==> config.mk <==
export PLATFORM = sky130hd
export DESIGN_NAME = act_mem_ext_dma
export DESIGN_NICKNAME = d
export VERILOG_FILES = /design/src/rtl/act_mem_ext_dma.sv
export SDC_FILE = /design/constraint.sdc
export NUM_CORES = 1
export LEC_CHECK = 0
export BUFFER_PORTS_ARGS = -buffer_cell sky130_fd_sc_hd__buf_2
export CAP_MARGIN = 40
export CORE_MARGIN = 2
export CORE_UTILIZATION = 40
export CTS_CLUSTER_DIAMETER = 100
export CTS_CLUSTER_SIZE = 24
export DETAILED_ROUTE_END_ITERATION = 10
export PLACE_DENSITY = 0.58
export SETUP_SLACK_MARGIN = 0.05
export SKIP_CTS_REPAIR_TIMING = 1
export SLEW_MARGIN = 0
export SYNTH_ARGS = -nofsm -noshare
export SYNTH_HDL_FRONTEND = slang
export SYNTH_SLANG_ARGS = --single-unit
export TNS_END_PERCENT = 20
==> constraint.sdc <==
create_clock -name clk -period 3.7 [get_ports clk]
set_input_delay 0.37 -clock clk [delete_from_list [all_inputs] [get_ports clk]]
set_output_delay 0.37 -clock clk [all_outputs]
set_load 0.02 [all_outputs]
==> src/rtl/act_mem_ext_dma.sv <==
// Host-side DMA for the activation memory external port: packs a load element
// stream into rows for writing, and serializes read rows onto a store stream.
//
// state     | meaning
// S_IDLE    | waiting for a command, cmd_ready high
// S_LOAD    | accepting load elements, packing rows, launching writes
// S_ST_RD   | read strobe for the current row
// S_ST_CAP  | capture the returned row into the unload buffer
// S_ST_SEND | serializing the unload buffer onto the store stream
// S_DONE    | one-cycle completion pulse
module act_mem_ext_dma #(
  parameter int N_DIM_ARRAY    = 8,
  parameter int ACT_DATA_WIDTH = 8,
  parameter int ADDR_WIDTH     = 12,
  parameter int LEN_WIDTH      = 16
) (
  input  logic                                 clk,
  input  logic                                 reset,
  input  logic                                 i_cmd_valid,
  output logic                                 o_cmd_ready,
  input  logic                                 i_cmd_dir,
  input  logic [ADDR_WIDTH-1:0]                i_cmd_base_addr,
  input  logic [LEN_WIDTH-1:0]                 i_cmd_len,
  input  logic                                 i_s_valid,
  input  logic [ACT_DATA_WIDTH-1:0]            i_s_data,
  output logic                                 o_s_ready,
  output logic                                 o_m_valid,
  output logic [ACT_DATA_WIDTH-1:0]            o_m_data,
  output logic                                 o_m_last,
  input  logic                                 i_m_ready,
  output logic                                 o_wr_en_ext,
  output logic [ADDR_WIDTH-1:0]                o_wr_addr_ext,
  output logic [N_DIM_ARRAY*ACT_DATA_WIDTH-1:0] o_wr_data_ext,
  output logic                                 o_rd_en_ext,
  output logic [ADDR_WIDTH-1:0]                o_rd_addr_ext,
  input  logic [N_DIM_ARRAY*ACT_DATA_WIDTH-1:0] i_rd_data_ext,
  output logic                                 o_busy,
  output logic                                 o_done
);

  localparam int N_LOG = $clog2(N_DIM_ARRAY);
  localparam int W     = ACT_DATA_WIDTH;
  localparam int ROW_W = N_DIM_ARRAY * ACT_DATA_WIDTH;
  localparam logic [ADDR_WIDTH-1:0] ALIGN_MASK = ~ADDR_WIDTH'(N_DIM_ARRAY - 1);
  localparam logic [ADDR_WIDTH-1:0] ROW_STEP   = ADDR_WIDTH'(N_DIM_ARRAY);

  typedef enum logic [2:0] {
    S_IDLE, S_LOAD, S_ST_RD, S_ST_CAP, S_ST_SEND, S_DONE
  } state_t;

  state_t                r_state;
  logic [ADDR_WIDTH-1:0] r_base;
  logic [LEN_WIDTH-1:0]  r_len;
  logic [LEN_WIDTH-1:0]  r_row_cnt;
  logic [N_LOG-1:0]      r_lane_cnt;
  logic [ROW_W-1:0]      r_pack;
  logic [ROW_W-1:0]      r_unload;
  logic                  r_wr_en;
  logic [ADDR_WIDTH-1:0] r_wr_addr;
  logic [ROW_W-1:0]      r_wr_data;
  logic                  r_rd_en;
  logic [ADDR_WIDTH-1:0] r_rd_addr;
  logic                  r_done;

  logic [ADDR_WIDTH-1:0] w_row_addr;
  logic                  w_last_lane;
  logic                  w_last_row;

  // Address arithmetic wraps modulo 2^ADDR_WIDTH; the memory routes by MSB.
  assign w_row_addr  = r_base + ADDR_WIDTH'(r_row_cnt << N_LOG);
  assign w_last_lane = (r_lane_cnt == N_LOG'(N_DIM_ARRAY - 1));
  assign w_last_row  = (r_row_cnt == r_len - LEN_WIDTH'(1));

  always_ff @(posedge clk or negedge reset) begin
    if (!reset) begin
      r_state    <= S_IDLE;
      r_base     <= '0;
      r_len      <= '0;
      r_row_cnt  <= '0;
      r_lane_cnt <= '0;
      r_pack     <= '0;
      r_unload   <= '0;
      r_wr_en    <= 1'b0;
      r_wr_addr  <= '0;
      r_wr_data  <= '0;
      r_rd_en    <= 1'b0;
      r_rd_addr  <= '0;
      r_done     <= 1'b0;
    end else begin
      r_wr_en <= 1'b0;
      r_rd_en <= 1'b0;
      r_done  <= 1'b0;
      case (r_state)
        S_IDLE: begin
          if (i_cmd_valid) begin
            r_base     <= i_cmd_base_addr & ALIGN_MASK;
            r_len      <= i_cmd_len;
            r_row_cnt  <= '0;
            r_lane_cnt <= '0;
            if (i_cmd_len == '0) begin
              r_state <= S_DONE;
              r_done  <= 1'b1;
            end else if (!i_cmd_dir) begin
              r_state <= S_LOAD;
            end else begin
              r_state   <= S_ST_RD;
              r_rd_en   <= 1'b1;
              r_rd_addr <= i_cmd_base_addr & ALIGN_MASK;
            end
          end
        end
        S_LOAD: begin
          if (i_s_valid) begin
            r_pack[r_lane_cnt*W +: W] <= i_s_data;
            r_lane_cnt                <= r_lane_cnt + N_LOG'(1);
            if (w_last_lane) begin
              // Incoming element bypasses the pack buffer so the row writes without a bubble.
              r_wr_data <= {i_s_data, r_pack[(N_DIM_ARRAY-1)*W-1:0]};
              r_wr_addr <= w_row_addr;
              r_wr_en   <= 1'b1;
              r_row_cnt <= r_row_cnt + LEN_WIDTH'(1);
              if (w_last_row) begin
                r_state <= S_DONE;
                r_done  <= 1'b1;
              end
            end
          end
        end
        S_ST_RD: r_state <= S_ST_CAP;
        S_ST_CAP: begin
          r_unload   <= i_rd_data_ext;
          r_lane_cnt <= '0;
          r_state    <= S_ST_SEND;
        end
        S_ST_SEND: begin
          if (i_m_ready) begin
            r_lane_cnt <= r_lane_cnt + N_LOG'(1);
            if (w_last_lane) begin
              r_row_cnt <= r_row_cnt + LEN_WIDTH'(1);
              if (w_last_row) begin
                r_state <= S_DONE;
                r_done  <= 1'b1;
              end else begin
                r_state   <= S_ST_RD;
                r_rd_en   <= 1'b1;
                r_rd_addr <= w_row_addr + ROW_STEP;
              end
            end
          end
        end
        S_DONE:  r_state <= S_IDLE;
        default: r_state <= S_IDLE;
      endcase
    end
  end

  assign o_cmd_ready   = (r_state == S_IDLE);
  assign o_busy        = (r_state != S_IDLE);
  assign o_s_ready     = (r_state == S_LOAD);
  assign o_m_valid     = (r_state == S_ST_SEND);
  assign o_m_data      = r_unload[r_lane_cnt*W +: W];
  assign o_m_last      = o_m_valid && w_last_lane && w_last_row;
  assign o_wr_en_ext   = r_wr_en;
  assign o_wr_addr_ext = r_wr_addr;
  assign o_wr_data_ext = r_wr_data;
  assign o_rd_en_ext   = r_rd_en;
  assign o_rd_addr_ext = r_rd_addr;
  assign o_done        = r_done;

endmodule
==> metrics.md <==
| Metric | Value |
|---|---|
| Status | finished, final reports clean |
| Chip width | 173 microns |
| Final HPWL DP | 19300 microns |
| Adder-Cell Fraction of Synth Area | 2.14% |
| Share of cells above drive strength 1 | 36.0% |
| RSZ-0062 raised after global routing | false |
| Worst-margin pin slew | 0.826 ns |
| First-pass GRT wire length | 43600 microns |
| Final antenna-violating net count | 0 |
| Pre-CTS setup slack | 0.214 ns |
| XOR/XNOR Fraction of Synth Area | 3.13% |
| GRT Util Overall | 17.8% |
| Worst Path Required | 3.33 ns |
| Buf/Inv on CP | 1 |
| Placed cell count | 1532 |
| Core ar. | 0.0280 sq mm |
| Total power per unit cell area | 663 mW/mm^2 |
| Count leader, synth | dfrtp_1 |
| Cts bufs inserted | 14 |
| Top cell types by occurrence after synthesis | dfrtp_1, nand2_1, mux2_2 |
| CP Launch Type | register |
| I/O pins | 210 |
| Reg2Reg Depth | 7 |
| Final Hold Vio Count | 0 |
| HP Class | in2reg |
| Nets | 1296 |
| Crit end category | primary output |
| Ys Warns | 0 |
| Kind of cell adding the most delay to the critical path | simple AND/OR/NAND/NOR gates |
| PortBufs | 200 |
| DR pass1 iterations | 5 |
| GR Overflow Total | 0 |
| Max_cap viols | 0 |
| Max_slew headroom | 44.9% |
| Critical path class | reg2out |
| Ys async rst share | 100% |
| Largest family of logic cells by synthesized area | multiplexers |
| Clock latency at the later pin of the worst-skew pair | 0.49 ns |
| Hold depth | 3 |
| DR vias/cell | 5.07 |
| Final worst slack | 0.308 ns |
| Mapped Area | 0.0115 sq mm |
| Max FO, Critical Path | 9 |
| Design area | 0.0134 sq mm |
| Post-synthesis mux area share | 18.9% |
| Worst Clk Skew | 0.0146 ns |
| Initial Utilization | 40.9% |
| Slowest stage delay, CP | 0.59 ns |
| Crit path depth | 7 |
| CTS tree | built |
| Post-synth EDFFs | 0 |
| Initial antenna violation count | 5 |
| Area delta synth->final | 16.5% |
| Cell Rows | 61 |
| Post-synth top area cell | dfrtp_1 |
| Layout Cells excl Fill | 1553 |
| Tcrit/Tclk final | 91.7% |
| Clk buf depth | 3 |
| Placed cell areas | 0.0129 sq mm |
| Clock root cell | clkbuf_16 |
| Fin util | 47.7% |
| Final setup viols | 0 |
| Full die area | 0.0300 sq mm |
| Synth cell types | 60 |
| Final Max Slew Viols | 0 |
| Sequential area share after synthesis | 55.0% |
| WL per Instance | 17.1 microns |
| Htree depth | 1 |
| Crit path launch | r_len[3]$_DFFE_PN0P_ |
| Simple-Gate Fraction of Synth Area | 12.2% |
| 1st-iter DRT viols | 375 |
| Vias in the first global route | 7956 |
| Main synth FF type | dfrtp_1 |
| Crit path capture | o_m_last |
| Largest net degree at the start of global routing | 85 |
| Avg Cell Area, Syn | 11.7 sq um |
| FF+latch count, synth | 252 |
| Total wire length | 26500 microns |
| CP Cell Sequence | or4_4 -> nor4_1 -> a31oi_1 -> a2111oi_4 -> nand4_1 -> nor2_1 -> buf_2 |
| Ranking of synthesized cells by area | dfrtp_1, mux2_2, nand2_1 |
| Post-layout min period | 3.39 ns |
| Clock sink count | 252 |
| Crit-path slowest cell | or4_4 |
| Fmax achieved | 295 MHz |
| Die span in y | 173 microns |
| Reg-to-reg slack, setup | 0.53 ns |
| Leakage power | 0.00663 uW |
| Post-synth top area share | 55.0% |
| Maximum VDD drop | 0.366 mV |
| Hold slack | 0.0904 ns |
| Routed via count | 7869 |
| Remaining DRCs | 0 |
| Reg2reg end | o_rd_addr_ext[6]$_DFFE_PN0P_ |
| RR Startpoint | r_len[3]$_DFFE_PN0P_ |
| Critical path arrival | 3.02 ns |
| Routability cong. | 0.825 |
| Cells after synthesis | 981 |
| Clock slew at reported path FFs | 0.09 ns |
| Synth Area in Compound Gates | 6.14% |
-- where the power goes --
group	switching (uW)	internal [uW]
Combinational	1700	1490
Sequential	536	3500
Clock	880	739
-- metal layers --
metal / track usage [%] / up-vias / wire length (microns)
met2: 29.0 / 177 / 12200
met5: 0 / - / 34
met3: 3.99 / 24 / 1560
met1: 24.9 / 3892 / 12400
li1: - / 3770 / -
met4: 3.00 / 6 / 294
-- layout make-up --
cell class | count | area, sq um
Inverter | 17 | 63.8
Fill cell | 2645 | 14700
Antenna cell | 2 | 5.00
Tap cell | 378 | 473
Clock buffer | 16 | 379
Sequential cell | 252 | 6310
Clock inverter | 2 | 13.8
Multi-Input combinational cell | 668 | 4920
Timing Repair Buffer | 218 | 1190
-- how the worst min path moves through the flow --
| stage | start | end | slack, ns |
|---|---|---|---|
| after detailed placement | reset | r_unload[25]$_DFFE_PN0P_ | 0.43 |
| final | i_cmd_base_addr[8] | r_base[8]$_DFFE_PN0P_ | 0.09 |
| after global placement | reset | r_unload[25]$_DFFE_PN0P_ | 0.42 |
| after CTS | reset | r_unload[57]$_DFFE_PN0P_ | -0.11 |
| after floorplan | reset | o_done$_DFF_PN0_ | 0.07 |
| after global routing | i_cmd_base_addr[8] | r_base[8]$_DFFE_PN0P_ | 0.07 |
-- state kept, by name, summed over array words and instances, names as in the netlist --
signal,flops
r_pack,56
r_row_cnt,16
o_wr_addr_ext,9
o_rd_addr_ext,9
r_state,3
r_base,9
o_wr_en_ext,1
o_wr_data_ext,64
o_done,1
r_lane_cnt,3
o_rd_en_ext,1
r_unload,64
r_len,16
-- cell families after synthesis --
| group | after synthesis |
|---|---|
| AOI/OAI and AO/OA | 115 |
| xor gates and xnor gates | 41 |
| adders and majority gates | 19 |
| buffers and inverters | 66 |
| DFF | 252 |
| muxes | 176 |
| other | 1 |
| and+or+nand+nor | 311 |
-- cells in the final DEF, fill, tap and decap left out, drive strengths merged, types with 2 or more instances in the layout --
master,count
clkinv,2
mux4,16
clkbuf,16
nor3b,6
inv,17
nand3b,5
and2,3
a2111oi,2
nand3,13
or2,2
nor2b,2
and3,13
ha,18
nand2b,8
o21bai,2
o22ai,2
conb,6
o2111ai,3
xor2,24
a31oi,3
nor3,13
a21o,3
o211ai,2
nor2,25
o21ai,76
diode,2
or4,2
mux2,159
nand2,200
buf,217
nand4,4
nor4,9
xnor2,17
nand4b,2
dfrtp,252
a22o,3
o31ai,2
or3,2
a21oi,7
-- worst min-delay path: cells and delay by family --
family	cells	cell delay, ns
AND/OR/NAND/NOR	2	0.08
buffers and inverters	1	0.09
-- through the flow --
stage,TNS [ns],total power [uW]
2_1_floorplan,0,6300
3_3_place_gp,0,7200
3_5_place_dp,0,7310
4_1_cts,-0.0434,8960
5_1_grt,0,9500
6_report,0,8850
(Power assumes the default switching activity.)
